===== src/rtl/sqrt_arbiter.sv =====
`default_nettype none
// ---------------------------------------------------------------------------
// sqrt_arbiter : round-robin sharing of one square-root core among N_REQ
//                valid/ready requesters; includes the iterative core.
// Revision     : 1.0  initial release
// ---------------------------------------------------------------------------

module cordic_sqrt #(
  parameter int IN_WIDTH  = 32,
  parameter int OUT_WIDTH = IN_WIDTH / 2
) (
  input  logic                 clk,
  input  logic                 rst_n,
  input  logic                 start_i,
  input  logic [IN_WIDTH-1:0]  x_i,
  output logic [OUT_WIDTH-1:0] y_o,
  output logic                 is_neg_o,
  output logic                 done_o
);

  // Remainder stays below 2*root+1, so OUT_WIDTH+3 bits hold the shifted value.
  localparam int RW    = OUT_WIDTH + 3;
  localparam int CNT_W = $clog2(OUT_WIDTH + 1);

  logic [IN_WIDTH-1:0]  x_q,    x_d;
  logic [RW-1:0]        rem_q,  rem_d;
  logic [OUT_WIDTH-1:0] root_q, root_d;
  logic [CNT_W-1:0]     cnt_q,  cnt_d;
  logic                 run_q,  run_d;
  logic                 neg_q,  neg_d;
  logic                 done_q, done_d;

  logic [RW-1:0] rem_shift;
  logic [RW-1:0] trial;
  logic [RW-1:0] diff;
  logic          ge;

  always_comb begin
    rem_shift = (rem_q << 2) | {{(RW-2){1'b0}}, x_q[IN_WIDTH-1 -: 2]};
    trial     = {1'b0, root_q, 2'b01};
    diff      = rem_shift - trial;
    ge        = (rem_shift >= trial);

    x_d    = x_q;
    rem_d  = rem_q;
    root_d = root_q;
    cnt_d  = cnt_q;
    run_d  = run_q;
    neg_d  = neg_q;
    done_d = 1'b0;

    if (start_i) begin
      neg_d  = x_i[IN_WIDTH-1];
      x_d    = x_i[IN_WIDTH-1] ? '0 : x_i;
      rem_d  = '0;
      root_d = '0;
      cnt_d  = CNT_W'(OUT_WIDTH - 1);
      run_d  = 1'b1;
    end else if (run_q) begin
      x_d    = x_q << 2;
      rem_d  = ge ? diff : rem_shift;
      root_d = {root_q[OUT_WIDTH-2:0], ge};
      if (cnt_q == '0) begin
        run_d  = 1'b0;
        done_d = 1'b1;
      end else begin
        cnt_d = cnt_q - 1'b1;
      end
    end
  end

  always_ff @(posedge clk or negedge rst_n) begin
    if (!rst_n) begin
      x_q    <= '0;
      rem_q  <= '0;
      root_q <= '0;
      cnt_q  <= '0;
      run_q  <= 1'b0;
      neg_q  <= 1'b0;
      done_q <= 1'b0;
    end else begin
      x_q    <= x_d;
      rem_q  <= rem_d;
      root_q <= root_d;
      cnt_q  <= cnt_d;
      run_q  <= run_d;
      neg_q  <= neg_d;
      done_q <= done_d;
    end
  end

  assign y_o      = root_q;
  assign is_neg_o = neg_q;
  assign done_o   = done_q;

endmodule

module sqrt_arbiter #(
  parameter int N_REQ     = 4,
  parameter int IN_WIDTH  = 32,
  parameter int OUT_WIDTH = IN_WIDTH / 2,
  parameter int ID_W      = $clog2(N_REQ)
) (
  input  logic                      clk,
  input  logic                      rst_n,
  input  logic [N_REQ-1:0]          req_valid,
  output logic [N_REQ-1:0]          req_ready,
  input  logic [N_REQ*IN_WIDTH-1:0] req_data,
  output logic [N_REQ-1:0]          rsp_valid,
  input  logic [N_REQ-1:0]          rsp_ready,
  output logic [OUT_WIDTH-1:0]      rsp_root,
  output logic                      rsp_neg,
  output logic                      busy,
  output logic [ID_W-1:0]           grant_id
);

  typedef enum logic [1:0] {
    S_IDLE  = 2'd0,
    S_ISSUE = 2'd1,
    S_WAIT  = 2'd2,
    S_RESP  = 2'd3
  } state_t;

  localparam logic [ID_W-1:0] LAST_ID = ID_W'(N_REQ - 1);

  state_t               state_q,      state_d;
  logic [ID_W-1:0]      grant_q,      grant_d;
  logic [ID_W-1:0]      last_grant_q, last_grant_d;
  logic [IN_WIDTH-1:0]  operand_q,    operand_d;
  logic [OUT_WIDTH-1:0] root_q,       root_d;
  logic                 neg_q,        neg_d;

  logic [ID_W-1:0]      winner;
  logic                 any_req;
  logic [ID_W-1:0]      idx;
  int                   idx_i;

  logic                 core_start;
  logic [OUT_WIDTH-1:0] core_root;
  logic                 core_neg;
  logic                 core_done;

  // Search starts just after the last served requester, wrapping modulo N_REQ.
  always_comb begin
    winner  = '0;
    any_req = 1'b0;
    idx     = '0;
    idx_i   = 0;
    for (int k = 1; k <= N_REQ; k++) begin
      idx_i = int'(last_grant_q) + k;
      if (idx_i >= N_REQ) begin
        idx_i = idx_i - N_REQ;
      end
      idx = ID_W'(idx_i);
      if (!any_req && req_valid[idx]) begin
        winner  = idx;
        any_req = 1'b1;
      end
    end
  end

  always_comb begin
    state_d      = state_q;
    grant_d      = grant_q;
    last_grant_d = last_grant_q;
    operand_d    = operand_q;
    root_d       = root_q;
    neg_d        = neg_q;
    req_ready    = '0;
    rsp_valid    = '0;
    core_start   = 1'b0;

    case (state_q)
      S_IDLE: begin
        if (any_req) begin
          req_ready = N_REQ'(1) << winner;
          operand_d = req_data[int'(winner) * IN_WIDTH +: IN_WIDTH];
          grant_d   = winner;
          state_d   = S_ISSUE;
        end
      end
      S_ISSUE: begin
        core_start = 1'b1;
        state_d    = S_WAIT;
      end
      S_WAIT: begin
        if (core_done) begin
          root_d  = core_root;
          neg_d   = core_neg;
          state_d = S_RESP;
        end
      end
      S_RESP: begin
        rsp_valid = N_REQ'(1) << grant_q;
        if (rsp_ready[grant_q]) begin
          last_grant_d = grant_q;
          state_d      = S_IDLE;
        end
      end
      default: state_d = S_IDLE;
    endcase
  end

  always_ff @(posedge clk or negedge rst_n) begin
    if (!rst_n) begin
      state_q      <= S_IDLE;
      grant_q      <= LAST_ID;
      last_grant_q <= LAST_ID;
      operand_q    <= '0;
      root_q       <= '0;
      neg_q        <= 1'b0;
    end else begin
      state_q      <= state_d;
      grant_q      <= grant_d;
      last_grant_q <= last_grant_d;
      operand_q    <= operand_d;
      root_q       <= root_d;
      neg_q        <= neg_d;
    end
  end

  cordic_sqrt #(
    .IN_WIDTH  (IN_WIDTH),
    .OUT_WIDTH (OUT_WIDTH)
  ) u_core (
    .clk      (clk),
    .rst_n    (rst_n),
    .start_i  (core_start),
    .x_i      (operand_q),
    .y_o      (core_root),
    .is_neg_o (core_neg),
    .done_o   (core_done)
  );

  assign rsp_root = root_q;
  assign rsp_neg  = neg_q;
  assign busy     = (state_q != S_IDLE);
  assign grant_id = grant_q;

endmodule

`default_nettype wire


===== config.mk =====
export PLATFORM = sky130hd
export DESIGN_NAME = sqrt_arbiter
export DESIGN_NICKNAME = d
export VERILOG_FILES = /design/src/rtl/sqrt_arbiter.sv
export SDC_FILE = /design/constraint.sdc
export NUM_CORES = 1
export LEC_CHECK = 0
export BUFFER_PORTS_ARGS = -buffer_cell sky130_fd_sc_hd__buf_2
export CORE_UTILIZATION = 30
export CTS_BUF_LIST = sky130_fd_sc_hd__clkbuf_16
export DETAILED_ROUTE_END_ITERATION = 10
export GPL_TIMING_DRIVEN = 0
export HOLD_SLACK_MARGIN = 0.08
export PLACE_DENSITY = 0.53
export SYNTH_ARGS = -nofsm -noshare
export SYNTH_HDL_FRONTEND = slang
export SYNTH_SLANG_ARGS = --single-unit

===== constraint.sdc =====
create_clock -name clk -period 3.6 [get_ports clk]
set_clock_uncertainty 0.2 [all_clocks]
set_input_delay 0.36 -clock clk [delete_from_list [all_inputs] [get_ports clk]]
set_output_delay 0.36 -clock clk [all_outputs]
set_load 0.01 [all_outputs]

==> qor.yml <==
timing:
  totalNegativeSetupSlack_ns: 0
  finalWorstSetupSlack_ns: 0.432
  count_of_endpoints_failing_hold_in_the_final_timing_report: 0
  maxSlewViolCount: 0
  period_share: 0.880
  tightestPinTransition_ns: 0.739
  grt_setup_unrepaired: "false"
  max-slew-margin-rel: 0.495
  max_clock_freq_mhz: 316
  final-setup-viol-count: 0
  layout_min_cycle_time_ns: 3.17
worst_setup_path:
  crit_path_max_incr_delay_ns: 0.65
  critical_path_peak_fanout: 10
  r2r-end: "u_core.rem_q[13]"
  crit_path_end_kind: "primary output"
  cp-start-kind: "register"
  ff2ff_setup_slack_ns: 0.74
  crit_path_frequent_cell: "sky130_fd_sc_hd__buf_2"
  crit_path_kind: "reg2out"
  r2r.worst_path.cells: 9
  r2r_start: "u_core.y_o[4]"
  crit_slowest_cell: "sky130_fd_sc_hd__a211oi_2"
  critical_path_required_ns: 3.04
  cp_cell_sequence: "buf_2 -> nor2_1 -> a211oi_2 -> buf_2 -> inv_1 -> nor2_1 -> buf_2"
  cp_data_arrival_time_ns: 2.61
floorplan:
  core_area_um2: 25300
  initial_core_util: 0.307
  fp.dieH_um: 163
  num_rows: 58
  num_io_pins: 166
  floorplan.die.width_um: 163
  dieArea_um2: 26600
clocking:
  htree_levels: 4
  cts_tree: "done"
  cts.root.buffer_cell: "sky130_fd_sc_hd__clkbuf_16"
  cts.path.max_buffers: 2
  post_cts.resized_instances: 0
  number_of_buffers_created_by_cts: 17
  cts_setup_buffers: 0
  cts.hold.buffers_added: 1
  cts.clk_slew.worst_paths_ns: 0.07
  clk_latency_ns: 0.43
  numClockSinks: 128
detailed_routing:
  detail-route-antenna-nets: 0
  dr_vias_cell: 4.81
  routed_wirelength_um: 20000
  detailedRoute.firstPassIterationCount: 4
  detailedRoute.firstIterationViolations: 336
  via_count_of_the_routed_design: 6399
  route.detailed.drc: 0
  routed_wire_per_std_cell_um: 15.0
layout:
  layout-drive-gt1-share: 0.285
  nets: 1149
  final_common_cell: "sky130_fd_sc_hd__buf_2"
  most-common-layout-cells: "176 x sky130_fd_sc_hd__buf_2, 124 x sky130_fd_sc_hd__dfrtp_1, 112 x sky130_fd_sc_hd__mux2i_1, 109 x sky130_fd_sc_hd__nand2_1, 55 x sky130_fd_sc_hd__o21ai_0"
  antenna_cells_inserted: 0
  area_growth_syn_to_layout_pct: 24.1
  finish.cell_count_without_fillers: 1330
flow_run:
  number_of_maximum_capacitance_constraint_violations: 0
placed_design:
  place.detailed.instances: 1297
  buffer_ports.inserted: 165
  dp_slack_ns: 0.777
  dpl.hpwl_um: 15200
  finalWeightedCongestion: 0.840
global_routing:
  global_route.usage.total: 0.157
  largest_net_degree_at_the_start_of_global_routing: 74
  globalRouteMet1Util: 0.208
  globalRouteMet3Util: 0.0295
  top_usage_layer: "met2"
  first_global_vias: 6402
  grt_first_pass_wirelength_um: 32900
  gr-total-overflow: 0
  grt_antenna_before_repair: 0
  gr_util_met2: 0.260
synth:
  synth_sequential_area_ratio: 0.412
  syn_area_um2: 7780
  postSynth.topFlopCell: "sky130_fd_sc_hd__dfrtp_1"
  netlist_instances: 801
  postSynthNetCount: 963
  number_of_enable_flip_flop_cells_after_synthesis: 0
  synth_seq_cells: 128
  yosys.cell_types.count: 70
  synth-warning-count: 0
  synthesis.area_per_instance_um2: 9.71
  ys_async_sr_fraction: 1.00
run_status:
  status: "finished, final reports clean"
pwr:
  cellPowerDensity_nw_per_um2: 914
  vdd.ir_drop.worst_mv: 0.353
  finalPower_w: 0.00882
  p_leak_nw: 4.84
min_path:
  holdCritStartpoint: "req_data[105]"
  holdPathEnd: "operand_q[9]"
  hold_path.class: "in2reg"
  timing.hold.worst_path_depth: 4
-- metrics by stage --
step | cell area (um^2) | hold WS (ns) | util
2_1_floorplan | 7780 | -0.136 | -
3_3_place_gp | 9020 | 0.259 | 0.356
3_5_place_dp | 9050 | 0.171 | 0.357
4_1_cts | 9650 | 0.154 | 0.381
5_1_grt | 9650 | 0.165 | 0.381
6_report | 9650 | 0.161 | 0.381
-- power by group --
group          switching (W)  internal (W)
clock               0.000759      0.000987
combinational        0.00265       0.00204
sequential          0.000386       0.00200
total                0.00380       0.00503
-- worst max-delay path: cells and delay by family (launching register included) --
kind            cells  cell delay, ns
buf+inv             4            0.80
compound gates      1            0.65
flops               1            0.52
simple gates        2            0.22
-- cells in the mapped netlist, types with 3 or more instances --
cell type | count | area [um^2]
sky130_fd_sc_hd__xnor2_1 | 13 | 114
sky130_fd_sc_hd__buf_1 | 3 | 11.3
sky130_fd_sc_hd__o21ai_0 | 55 | 275
sky130_fd_sc_hd__a21oi_1 | 17 | 85.1
sky130_fd_sc_hd__nor4_1 | 3 | 18.8
sky130_fd_sc_hd__nand2_1 | 109 | 409
sky130_fd_sc_hd__mux2_2 | 39 | 439
sky130_fd_sc_hd__ha_1 | 24 | 300
sky130_fd_sc_hd__clkbuf_1 | 27 | 101
sky130_fd_sc_hd__dfrtp_1 | 124 | 3100
sky130_fd_sc_hd__xor2_1 | 3 | 26.3
sky130_fd_sc_hd__nor2_1 | 54 | 203
sky130_fd_sc_hd__buf_2 | 12 | 60.1
sky130_fd_sc_hd__a21oi_4 | 3 | 48.8
sky130_fd_sc_hd__nor3_1 | 7 | 35.0
sky130_fd_sc_hd__inv_1 | 33 | 124
sky130_fd_sc_hd__nand2b_1 | 6 | 37.5
sky130_fd_sc_hd__o211ai_1 | 4 | 30.0
sky130_fd_sc_hd__buf_6 | 12 | 135
sky130_fd_sc_hd__a211oi_1 | 5 | 37.5
sky130_fd_sc_hd__o21a_1 | 3 | 22.5
sky130_fd_sc_hd__dfstp_2 | 4 | 105
sky130_fd_sc_hd__mux2i_1 | 112 | 1120
sky130_fd_sc_hd__a311oi_1 | 6 | 52.6
sky130_fd_sc_hd__a21o_1 | 6 | 45.0
sky130_fd_sc_hd__o21ai_1 | 40 | 200
sky130_fd_sc_hd__and3_1 | 6 | 37.5
sky130_fd_sc_hd__nand3_1 | 16 | 80.1
-- worst max path at each step --
| stage | from | endpoint | slack, ns | depth (start not counted) |
|---|---|---|---|---|
| final | last_grant_q[1] | req_ready[3] | 0.43 | 7 |
| after global routing | last_grant_q[1] | req_ready[3] | 0.18 | 7 |
| after CTS | last_grant_q[1] | req_ready[3] | 0.35 | 7 |
| after detailed placement | state_q[1] | u_core.x_q[4] | 0.78 | 8 |
| after global placement | rst_n | operand_q[13] | 0.09 | 1 |
| after floorplan | u_core.y_o[10] | u_core.rem_q[12] | 1.26 | 10 |
-- cell families after synthesis --
kind of cell | after synthesis | synth area share
flops | 128 | 0.412
mux | 152 | 0.204
fa+ha+maj | 24 | 0.0386
simple gates | 216 | 0.121
buf+inv | 88 | 0.0560
compound gates | 177 | 0.150
xor+xnor | 16 | 0.0180
-- sequential cells by signal, indices dropped and copies added (netlist names) --
name / flops
u_core.run_q: 1
u_core.done_o: 1
rsp_neg: 1
rsp_root: 16
u_core.y_o: 16
u_core.x_q: 32
last_grant_q: 2
u_core.is_neg_o: 1
state_q: 2
u_core.cnt_q: 5
grant_id: 2
operand_q: 32
u_core.rem_q: 17
-- layer usage --
layer	wire length, um	part of all wire	up-vias
li1	-	-	3209
met1	9630	0.48	3016
met2	9410	0.47	162
met3	708	0.035	12
met4	257	0.013	0
met5	0	0	-
-- cell type report --
| class | count | area, um^2 |
|---|---|---|
| plain buffers | 54 | 308 |
| multi-input cells | 585 | 4130 |
| clock buffers | 17 | 425 |
| well taps | 330 | 413 |
| clock inverters | 15 | 168 |
| fillers | 2605 | 15700 |
| flip-flops and latches | 128 | 3210 |
| repair buffers | 167 | 870 |
| inverters | 34 | 128 |
(Power assumes the default switching activity.)
